File: src/rtl/vc_mem_port_serializer.sv
// vc_mem_port_serializer
//
// Bridges one wide memory request onto a narrow memory port. The wide request is split into
// ceil(B/W) narrow beats (B = wide byte count, W = narrow beat bytes), the in-order narrow
// responses are gathered, and one wide response is returned. Only one wide transaction is
// ever in flight.
//
// Message layouts (MSB first):
//   request  : {type[0], addr[p_addr_sz-1:0], len[log2(bytes)-1:0], data}
//   response : {type[0], len[log2(bytes)-1:0], data}
//   type 0 = read, 1 = write; len 0 means the full data width of that port.
//
// Ports:
//   clk, reset                      clock; synchronous active-low reset
//   widereq_val/rdy/msg             wide request in
//   wideresp_val/rdy/msg            wide response out
//   narrowreq_val/rdy/msg           narrow request out
//   narrowresp_val/rdy/msg          narrow response in (type/len fields ignored)
//
// Multi-beat requests must be aligned to W bytes. The narrow memory has to be reset together
// with this block, since stale narrow responses are not filtered.

module vc_mem_port_serializer #(
    parameter int unsigned p_addr_sz        = 32,
    parameter int unsigned p_wide_data_sz   = 128,
    parameter int unsigned p_narrow_data_sz = 32,
    localparam int unsigned c_wlen_sz  = $clog2(p_wide_data_sz / 8),
    localparam int unsigned c_nlen_sz  = $clog2(p_narrow_data_sz / 8),
    localparam int unsigned c_wreq_sz  = 1 + p_addr_sz + c_wlen_sz + p_wide_data_sz,
    localparam int unsigned c_wresp_sz = 1 + c_wlen_sz + p_wide_data_sz,
    localparam int unsigned c_nreq_sz  = 1 + p_addr_sz + c_nlen_sz + p_narrow_data_sz,
    localparam int unsigned c_nresp_sz = 1 + c_nlen_sz + p_narrow_data_sz
) (
    input  logic                  clk,
    input  logic                  reset,

    input  logic                  widereq_val,
    output logic                  widereq_rdy,
    input  logic [c_wreq_sz-1:0]  widereq_msg,

    output logic                  wideresp_val,
    input  logic                  wideresp_rdy,
    output logic [c_wresp_sz-1:0] wideresp_msg,

    output logic                  narrowreq_val,
    input  logic                  narrowreq_rdy,
    output logic [c_nreq_sz-1:0]  narrowreq_msg,

    input  logic                  narrowresp_val,
    output logic                  narrowresp_rdy,
    input  logic [c_nresp_sz-1:0] narrowresp_msg
);

    localparam int unsigned c_wbytes  = p_wide_data_sz / 8;
    localparam int unsigned c_nbytes  = p_narrow_data_sz / 8;
    localparam int unsigned c_nwords  = p_wide_data_sz / p_narrow_data_sz;
    localparam int unsigned c_idx_sz  = $clog2(c_nwords);
    localparam int unsigned c_cnt_sz  = c_idx_sz + 1;   // counts 0..N inclusive
    localparam int unsigned c_bcnt_sz = c_wlen_sz + 1;  // byte count 0..wide bytes inclusive

    typedef enum logic [1:0] {StIdle, StBusy, StResp} state_e;

    state_e                      state_q;
    logic                        type_q;
    logic [p_addr_sz-1:0]        base_q;
    logic [c_wlen_sz-1:0]        len_q;
    logic [c_bcnt_sz-1:0]        bytes_q;
    logic [c_cnt_sz-1:0]         beats_q;
    logic [c_cnt_sz-1:0]         issue_cnt_q;
    logic [c_cnt_sz-1:0]         resp_cnt_q;
    logic [p_wide_data_sz-1:0]   data_q;
    logic [p_wide_data_sz-1:0]   asm_q;

    // Wide request fields
    logic                        wreq_type;
    logic [p_addr_sz-1:0]        wreq_addr;
    logic [c_wlen_sz-1:0]        wreq_len;
    logic [p_wide_data_sz-1:0]   wreq_data;
    logic [c_bcnt_sz-1:0]        wreq_bytes;
    logic [c_bcnt_sz-1:0]        wreq_bytes_up;
    logic [c_cnt_sz-1:0]         wreq_beats;

    assign wreq_type = widereq_msg[c_wreq_sz-1];
    assign wreq_addr = widereq_msg[p_wide_data_sz + c_wlen_sz +: p_addr_sz];
    assign wreq_len  = widereq_msg[p_wide_data_sz +: c_wlen_sz];
    assign wreq_data = widereq_msg[p_wide_data_sz-1:0];

    assign wreq_bytes    = (wreq_len == '0) ? c_bcnt_sz'(c_wbytes) : {1'b0, wreq_len};
    // Round up to whole beats before dividing by the beat size
    assign wreq_bytes_up = wreq_bytes + c_bcnt_sz'(c_nbytes - 1);
    assign wreq_beats    = c_cnt_sz'(wreq_bytes_up >> c_nlen_sz);

    // Current beat being issued
    logic [c_idx_sz-1:0]         issue_idx;
    logic [c_idx_sz-1:0]         resp_idx;
    logic [c_bcnt_sz-1:0]        beat_off;
    logic [c_bcnt_sz-1:0]        beat_rem;
    logic [c_nlen_sz-1:0]        beat_len;
    logic [p_addr_sz-1:0]        beat_addr;
    logic [p_narrow_data_sz-1:0] beat_data;

    assign issue_idx = issue_cnt_q[c_idx_sz-1:0];
    assign resp_idx  = resp_cnt_q[c_idx_sz-1:0];
    assign beat_off  = c_bcnt_sz'(issue_cnt_q) << c_nlen_sz;
    assign beat_rem  = bytes_q - beat_off;
    // A full beat is encoded as len 0 on the narrow side
    assign beat_len  = (beat_rem >= c_bcnt_sz'(c_nbytes)) ? '0 : beat_rem[c_nlen_sz-1:0];
    assign beat_addr = base_q + (p_addr_sz'(issue_cnt_q) << c_nlen_sz);
    assign beat_data = type_q ? data_q[issue_idx * p_narrow_data_sz +: p_narrow_data_sz] : '0;

    logic [p_narrow_data_sz-1:0] nresp_data;
    logic                        unused_nresp_hdr;

    assign nresp_data       = narrowresp_msg[p_narrow_data_sz-1:0];
    assign unused_nresp_hdr = ^narrowresp_msg[c_nresp_sz-1:p_narrow_data_sz];

    // Handshake outputs depend only on registered state; everything is forced low in reset
    assign widereq_rdy    = reset && (state_q == StIdle);
    assign narrowreq_val  = reset && (state_q == StBusy) && (issue_cnt_q < beats_q);
    assign narrowresp_rdy = reset && (state_q == StBusy) && (resp_cnt_q < issue_cnt_q);
    assign wideresp_val   = reset && (state_q == StResp);

    assign narrowreq_msg  = reset ? {type_q, beat_addr, beat_len, beat_data} : '0;
    assign wideresp_msg   = reset ? {type_q, len_q, asm_q} : '0;

    logic narrowreq_fire;
    logic narrowresp_fire;

    assign narrowreq_fire  = narrowreq_val && narrowreq_rdy;
    assign narrowresp_fire = narrowresp_rdy && narrowresp_val;

    always_ff @(posedge clk) begin
        if (!reset) begin
            state_q     <= StIdle;
            type_q      <= 1'b0;
            base_q      <= '0;
            len_q       <= '0;
            bytes_q     <= '0;
            beats_q     <= '0;
            issue_cnt_q <= '0;
            resp_cnt_q  <= '0;
            data_q      <= '0;
            asm_q       <= '0;
        end else begin
            unique case (state_q)
                StIdle: begin
                    if (widereq_val) begin
                        type_q      <= wreq_type;
                        base_q      <= wreq_addr;
                        len_q       <= wreq_len;
                        bytes_q     <= wreq_bytes;
                        beats_q     <= wreq_beats;
                        data_q      <= wreq_data;
                        asm_q       <= '0;
                        issue_cnt_q <= '0;
                        resp_cnt_q  <= '0;
                        state_q     <= StBusy;
                    end
                end
                StBusy: begin
                    if (narrowreq_fire) begin
                        issue_cnt_q <= issue_cnt_q + c_cnt_sz'(1);
                    end
                    if (narrowresp_fire) begin
                        if (!type_q) begin
                            asm_q[resp_idx * p_narrow_data_sz +: p_narrow_data_sz] <= nresp_data;
                        end
                        resp_cnt_q <= resp_cnt_q + c_cnt_sz'(1);
                        if (resp_cnt_q == beats_q - c_cnt_sz'(1)) begin
                            state_q <= StResp;
                        end
                    end
                end
                StResp: begin
                    if (wideresp_rdy) begin
                        state_q <= StIdle;
                    end
                end
                default: state_q <= StIdle;
            endcase
        end
    end

endmodule

File: config.mk
export PLATFORM = sky130hd
export DESIGN_NAME = vc_mem_port_serializer
export DESIGN_NICKNAME = d
export VERILOG_FILES = /design/src/rtl/vc_mem_port_serializer.sv
export SDC_FILE = /design/constraint.sdc
export NUM_CORES = 1
export LEC_CHECK = 0
export CORE_ASPECT_RATIO = 0.7
export CORE_MARGIN = 10
export CORE_UTILIZATION = 43
export DETAILED_ROUTE_END_ITERATION = 6
export PLACE_DENSITY = 0.89
export SLEW_MARGIN = 10
export SYNTH_ARGS = -nofsm -noshare
export SYNTH_HDL_FRONTEND = slang
export SYNTH_SLANG_ARGS = --single-unit
File: constraint.sdc
create_clock -name clk -period 3.35 [get_ports clk]
set_input_delay 0.5025 -clock clk [delete_from_list [all_inputs] [get_ports clk]]
set_output_delay 0.5025 -clock clk [all_outputs]
set_load 0.02 [all_outputs]
; Word-level counts from Yosys, hierarchy flattened
; Cells that the tools add are included.
[totals]
wordCells = 67
out_inout_bits = 204
in_bits = 206
regBits = 309
[op_classes]
reduce_logical = 15
shifts = 3
order_cmp = 3
muxes = 20
n_eq_ne = 9
n_addsub = 7
[ops]
columns = operator, count
row1 = $mux W128, 3
row2 = $pmux W128 S2, 1
row3 = $mux W133, 1
row4 = $bwmux W128, 1
row5 = $shift A32 B34 Y128 const A, 1
row6 = $shiftx A128 B8 Y32, 1
row7 = $shiftx A32 B34 Y128, 1
row8 = $mux W67, 1
row9 = $neg A7 Y34, 1
row10 = $add A32 B5 Y32, 1
row11 = $mux W32, 1
row12 = $pmux W3 S2, 2
row13 = $mux W2, 5
row14 = $ne A2 B2 Y1 const B, 5
row15 = $mux W3, 3
row16 = $reduce_and A4 Y1, 2
row17 = $logic_and A1 B1 Y1, 7
row18 = $add A3 B1 Y3 const B, 2
row19 = $lt A3 B3 Y1, 2
row20 = $pmux W2 S3, 1
row21 = $reduce_and A3 Y1, 2
row22 = $add A5 B2 Y5 const B, 1
row23 = $ge A5 B3 Y1 const B, 1
row24 = $mux W5, 1
row25 = 10 further kinds, 10

; Longest topological paths before layout
; Gate-level depths: netlist of the first run.
[depth]
word_depth = 6
depth_mapped = 12
ltp_nobuf = 8

; Worst setup path before layout of the first run
; OpenSTA, ideal clock, no wires.
[synth_timing]
kind = reg-to-output
from = register issue_cnt_q[1]
to = output port narrowreq_msg[46]
n_path_buf = 3
required_ns = 2.847
setup_slack_ns = -0.334
stages_incl_launch_ff = 11
t_arrival_ns = 3.181
path_cell_list = dfxtp_1 -> clkbuf_1 -> buf_2 -> buf_1 -> inv_1 -> fa_1 -> nand2b_1 -> a211oi_1 -> nand2_1 -> xor2_1 -> nor2b_1
[synth_between]
elab_chain_len = 2
[synth_lines]
columns = element, line
row1 = start: declaration, 69  ; logic [c_cnt_sz-1:0] issue_cnt_q;
row2 = start signal: assignment, 162  ; issue_cnt_q <= issue_cnt_q + c_cnt_sz'(1);
row3 = $add A32 B5 Y32, 108  ; assign beat_addr = base_q + (p_addr_sz'(issue_cnt_q) << c_nlen_sz);
row4 = $mux W67, 123  ; assign narrowreq_msg = reset ? {type_q, beat_addr, beat_len, beat_data} : '0;
row5 = end: declaration, 47  ; output logic [c_nreq_sz-1:0] narrowreq_msg,
; No other way between the ends.

; Final worst setup path of the first run
[layout_timing]
from = register base_q[9]
to = output port narrowreq_msg[55]
[layout_between]
elab_chain_len = 2
[layout_lines]
columns = element, line
row1 = start: declaration, 65  ; logic [p_addr_sz-1:0] base_q;
row2 = start signal: assignment, 149  ; base_q <= wreq_addr;
row3 = $add A32 B5 Y32, 108
row4 = $mux W67, 123
; No other way between the ends.

==> metrics.txt, run 1 <==
clk root buf clkbuf_16; Mapped Cells about 1400; die area 39990 sq um; crit-path max FO 7; gr usage total ~22%; Crit. End Element primary output; initial core utilization 44.09%; total grt overflow 0; crit start category flip-flop; via count between 10000 and 15000; CTS H-tree depth 1; pre-CTS setup slack approximately 0.19 ns; Async S/R FF share, synth 0%; WL final ~47000 um; design area between 15000 and 20000 sq um; placed insts 2148; fin crit share 95.63%; vias per inst around 5.7; Post-DRT Antenna Nets 0; largest net degree at the start of global routing 259; relative slew slack about 39%; pwr dens between 400 and 500 nW/um^2; Final Setup Violations 0; Tmin final between 3 and 4 ns; clock skew after layout slightly below 0.008 ns; max-slew violation count 0; Mapped Area around 14000 sq um; CP Data Arrival Time roughly 2.7 ns; hpwl dp 33300 um; Die X between 200 and 250 um; Layout fillers between 2000 and 2500; Die Height between 150 and 200 um; Yosys warning total 0; Remaining DRCs 0; CTS tree done; FP Rows 54; IO buf count ~400; Max Cap Viol 0; DR iter-0 viols between 1000 and 1500; first-pass GRT wire length 71770 um; Fmax achieved between 0.3 and 0.4 GHz; fin nets around 2000; dpl cell area about 18000 sq um; worst reg-to-reg setup slack between 0.7 and 0.8 ns; synthesized area per cell approximately 9.6 sq um; Least-Margin Pin Slew between 0.9 and 1 ns; initial antenna violation count 12; Final Hold Viols 0; hold buffers post-CTS 0; post-synthesis sequential area ratio roughly 45%; I/O pin cnt a little over 400; WS Path Type reg2out; Sw Pwr 2.154 mW; CTS Buf Count 30; Post-synth EDFFs 0; Worst Path Required around 2.9 ns; Comb pwr share approximately 12%; Final GP Congestion roughly 0.9; Initial DRT Pass Iterations 5; Clock Path Buffers 3; Total Power about 8.6 mW; wire length per cell about 21 um; Synth Register Bits about 310; reg2reg path depth 7; Worst Hold Class in2reg; Leak Pwr between 7 and 8 nW; Reg power frac 45.8%; internal power around 6.4 mW; status completed; Core ar. 31490 sq um; fraction of layout cells with a size suffix above 1 under 10%; CTS clk-pin slew, worst paths 0.06 ns; maximum vdd drop roughly 0.38 mV; post-layout worst setup margin 0.1464 ns; Sw Ratio about a quarter; Netlist cell types 47; Post-Syn Nets between 1500 and 2000; Clock Power Share a little over two fifths; main flop type after synthesis dfxtp_1; Worst-Skew Late Latency between 0.5 and 0.6 ns; vias in the first global route 12190; CTS sink count a little over 300; Hold Path Cell Cnt 2; Area Overhead vs Synth 39.26%; non-filler cells in the finished layout between 2000 and 2500
## metrics by stage
stage               hold WS, ns  setup TNS, ns  utilization (%)
floorplan                0.4437              0                -
global placement         0.4564              0            57.77
detailed placement       0.4579              0            57.77
global route             0.3969       -0.07905            61.41
finish                   0.4022              0            61.41
CTS                      0.3941       -0.07355            61.21
## synthesized netlist by cell type (all sizes together), types with 12 or more instances
library cell,number,area share (%)
nand2,35,0.95
buf,27,1.6
and2,164,7.4
xnor2,22,1.4
inv,15,0.41
dfxtp,309,45
ha,14,1.3
clkbuf,127,3.4
o31ai,131,7.1
nand3,140,5.0
o21ai,147,5.3
mux4,32,5.2
a22o,159,10
nand4,12,0.54
nor2b,38,1.7
## repair_timing
action,in CTS,in global routing
gates resized for setup,43,26
endpoints found under the setup margin,32,18
buffers inserted,0,2
pin swaps,1,7
## kinds of logic after synthesis
family                   Yosys count  share of synthesized area (%)
multiplexers                      33                          5.263
AO/OA/AOI/OAI                    457                          23.54
flip-flops                       309                          44.56
AND/OR/NAND/NOR                  431                          17.59
adder cells (fa/ha/maj)           16                          1.550
XOR/XNOR                          32                          2.019
buffers and inverters            169                          5.479
## power groups by stage
stage | Sequential (mW) | Combinational [mW] | Clock [mW]
after floorplan | 3.97 | 0.584 | 0
after global placement | 4.00 | 1.02 | 0
after detailed placement | 4.01 | 1.05 | 0
after CTS | 3.93 | 1.05 | 3.68
after global routing | 3.94 | 1.13 | 3.81
final | 3.93 | 1.05 | 3.61
## worst max-delay path, cell delays in order, from the launching register on
cell and delay (ns):
dfxtp_1 0.41, nand2_1 0.20, nor4_4 0.34, buf_4 0.21, nand3_1 0.09, xnor2_1 0.15, and2_1 0.14, clkdlybuf4s50_1 0.61
## state kept, by name, indices dropped and copies added, names as in the netlist, 3 cells and up
name and count:
issue_cnt_q 3, data_q 128, asm_q 128, len_q 4, bytes_q 5, resp_cnt_q 3
beats_q 3, base_q 32
## path summary, 6_finish.rpt
kind,startpoint,to
hold / removal,reset,state_q[0]$_SDFFE_PN0P_
setup / recovery,base_q[9]$_SDFFE_PN0P_,narrowreq_msg[55]
setup reg to reg,issue_cnt_q[0]$_SDFFE_PN0P_,asm_q[119]$_SDFFE_PN0P_
hold reg to reg,data_q[101]$_SDFFE_PN0P_,data_q[101]$_SDFFE_PN0P_
## placed cells by master, fill, tap and decap left out, types with 21 or more instances in the layout
cell and count:
clkdlybuf4s50_1 382, nand3_1 139, dfxtp_1 303, mux4_2 32, nand2_1 33, o21ai_0 143
a22o_1 159, and2_1 162, clkbuf_16 31, o31ai_1 130, xnor2_1 21, nor2b_1 38
## layout make-up
cell class / instances / area (sq um) / area share, %
Multi-Input combinational cell: 969 / 7078 / 36.61
Sequential cell: 309 / 6196 / 32.05
Tap cell: 420 / 525.5 / 2.718
Timing Repair Buffer: 437 / 4404 / 22.78
Clock buffer: 37 / 808.3 / 4.181
Clock inverter: 18 / 235.2 / 1.217
Antenna cell: 12 / 30.03 / 0.1553
Inverter: 15 / 56.30 / 0.2912
## routing by layer
metal	wire length (um)	track usage [%]	up-vias	share of wire, %
met4	1874	10.41	0	4.0
met5	0	0	-	0
met2	22450	35.32	457	48
met1	19870	27.45	6142	42
met3	2886	4.875	92	6.1
li1	-	-	5978	-
Note: power is estimated with default switching activity, not from simulation.
==> inputs of run 2 (changes only) <==
- MAX_ROUTING_LAYER: default -> met4
==> run 2 against run 1 <==
Effect of this change: sequential share of layout area increased by 0.070 points; non-clock buffer count decreased by 3; cell count decreased by 0.59%; total power decreased by 1.3%; maximum frequency decreased by 1.3%; largest cell class unchanged; sequential power about the same; clock power decreased by 3%.
==> metrics.txt, run 2 (synthesis gave the netlist of run 1 again) <==
CTS Buf Count 31 (+3.3%); Crit. End Element primary output; placed insts 2147 (-0.047%); Least-Margin Pin Slew 0.7731 ns (-0.1465 ns); WL final 47080 um (unchanged); die area 39990 sq um (unchanged); Clock Path Buffers 3 (unchanged); design area 19280 sq um (-0.28%); crit start category flip-flop; RSZ-0062 raised after global routing true; Tmin final 3.246 ns (+0.04194 ns); clock skew after layout 0.01504 ns (+0.007326 ns); r2r endpoint asm_q[95]$_SDFFE_PN0P_; largest net degree at the start of global routing 152 (-41%); Hold Path Origin reset; Final Setup Violations 0 (unchanged); Worst Hold Class in2reg; reg2reg path depth 7 (unchanged); relative slew slack 48.27% (+9.6 points); commonest non-fill, non-tap cell in the layout clkdlybuf4s50_1; Initial DRT Pass Iterations 5 (unchanged); Leak Pwr 7.062 nW (+0.23%); worst reg-to-reg setup slack 0.93 ns (+0.17 ns); fin nets 1982 (-0.10%); vias per inst 5.717 (about the same); CP Data Arrival Time 2.74 ns (+0.04 ns); Total Power 8.475 mW (-1.3%); CTS clk-pin slew, worst paths 0.06 ns (about the same); fraction of layout cells with a size suffix above 1 7.987% (-0.36 points); Worst-Skew Late Latency 0.57 ns (about the same); via count 12600 (-0.54%); worst hold slack 0.3706 ns (-0.03165 ns); non-filler cells in the finished layout 2204 (-0.59%); wire length per cell 21.36 um (+0.59%); I/O pin cnt 410 (unchanged); Worst Path Required 2.85 ns (about the same); Hold Path Cell Cnt 2 (unchanged); DR iter-0 viols 1277 (+4.2%); FP Rows 54 (unchanged); area of the multi-input gates 7078 sq um (unchanged); Die X 234.8 um (unchanged); Die Height 170.3 um (unchanged); initial antenna violation count 6 (-6); CTS tree done; initial core utilization 44.09% (unchanged); Reg area 6192 sq um (about the same); Fmax achieved 0.3081 GHz (-1.3%); hold buffers post-CTS 0 (unchanged); gr usage total 22.69% (+0.81 points); CTS H-tree depth 1 (unchanged); hpwl dp 33800 um (+1.5%); status completed; post-CTS setup buffers 0 (unchanged); Area Overhead vs Synth 38.87%; pwr dens 439.6 nW/um^2 (-1.1%); Final GP Congestion 0.9077 (+0.65%); WS Path Type reg2out; total grt overflow 0 (unchanged); CTS sink count 309 (unchanged); Remaining DRCs 0 (unchanged); top flop regs asm_q x128, data_q x128, base_q x32; crit-path max FO 5 (-2); RR Startpoint issue_cnt_q[0]$_SDFFE_PN0P_; clk root buf clkbuf_16; IO buf count 406 (unchanged); dpl cell area 18190 sq um (about the same); commonest non-fill, non-tap cells in the layout clkdlybuf4s50_1 (381), dfxtp_1 (306), and2_1 (162); max-slew violation count 0 (unchanged); Layout fillers 2520 (+1.1%); Core Util, Final 61.23% (-0.17 points); fin crit share 96.88% (+1.3 points); Max Cap Viol 0 (unchanged); Final Hold Viols 0 (unchanged); vias in the first global route 12080 (-0.88%); Core ar. 31490 sq um (unchanged); Post-DRT Antenna Nets 0 (unchanged); maximum vdd drop 0.3945 mV (+3.9%); Min-Delay Endpoint state_q[0]$_SDFFE_PN0P_; first-pass GRT wire length 71860 um (+0.13%)
==> run 2: how the worst max path moves through the flow <==
stage / startpoint / endpoint / slack, ns / cells after the start
floorplan: issue_cnt_q[1]$_SDFFE_PN0P_ / narrowreq_msg[46] / 0.15 / 10
global route: issue_cnt_q[2]$_SDFFE_PN0P_ / narrowreq_msg[47] / -0.04 / 7
global placement: issue_cnt_q[0]$_SDFFE_PN0P_ / narrowreq_msg[56] / 0.20 / 10
CTS: issue_cnt_q[2]$_SDFFE_PN0P_ / narrowreq_msg[41] / -0.02 / 7
finish: issue_cnt_q[2]$_SDFFE_PN0P_ / narrowreq_msg[47] / 0.10 / 7
detailed placement: issue_cnt_q[0]$_SDFFE_PN0P_ / narrowreq_msg[58] / 0.18 / 10
==> run 2: cell type report <==
cell class | count | share of cell area (%)
Multi-Input combinational cell | 969 | 36.71
Clock buffer | 40 | 4.614
Timing Repair Buffer | 434 | 22.83
Antenna cell | 6 | 0.07788
Clock inverter | 11 | 0.6295
Inverter | 15 | 0.2920
Tap cell | 420 | 2.726
Sequential cell | 309 | 32.12
==> run 2: metal layers <==
| layer | track usage (%) | vias to the layer above | wire length [um] |
|---|---|---|---|
| met4 | 9.538 | 0 | 1896 |
| met1 | 28.05 | 6094 | 20020 |
| met5 | - | - | 0 |
| met2 | 36.08 | 457 | 22480 |
| met3 | 4.151 | 98 | 2680 |
| li1 | - | 5951 | - |
==> run 2: power by group <==
group | total (mW) | switching (mW) | internal [mW] | leakage (nW)
clock | 3.49 | 1.48 | 2.01 | 0.504
combinational | 1.05 | 0.549 | 0.503 | 4.04
sequential | 3.93 | 0.101 | 3.83 | 2.52
total | 8.47 | 2.13 | 6.35 | 7.06
==> run 2: what timing repair did <==
action	in CTS	in global routing
resized for setup	39	23
pin swaps	1	4
endpoints found under the setup margin	28	19
==> run 2: through the flow <==
| step | setup WS (ns) | setup TNS (ns) |
|---|---|---|
| after global placement | 0.2001 | 0 |
| after global routing | -0.04241 | -0.08237 |
| after detailed placement | 0.1811 | 0 |
| after CTS | -0.02435 | -0.07012 |
| final | 0.1045 | 0 |
| after floorplan | 0.1456 | 0 |
==> run 2: worst max-delay path, cell delays in order, from the launching register on <==
cell and delay (ns):
dfxtp_1 0.39, ha_4 0.33, nand3_1 0.12, and2_2 0.24, nor3_1 0.20, xor2_1 0.17
and2_1 0.14, clkdlybuf4s50_1 0.60
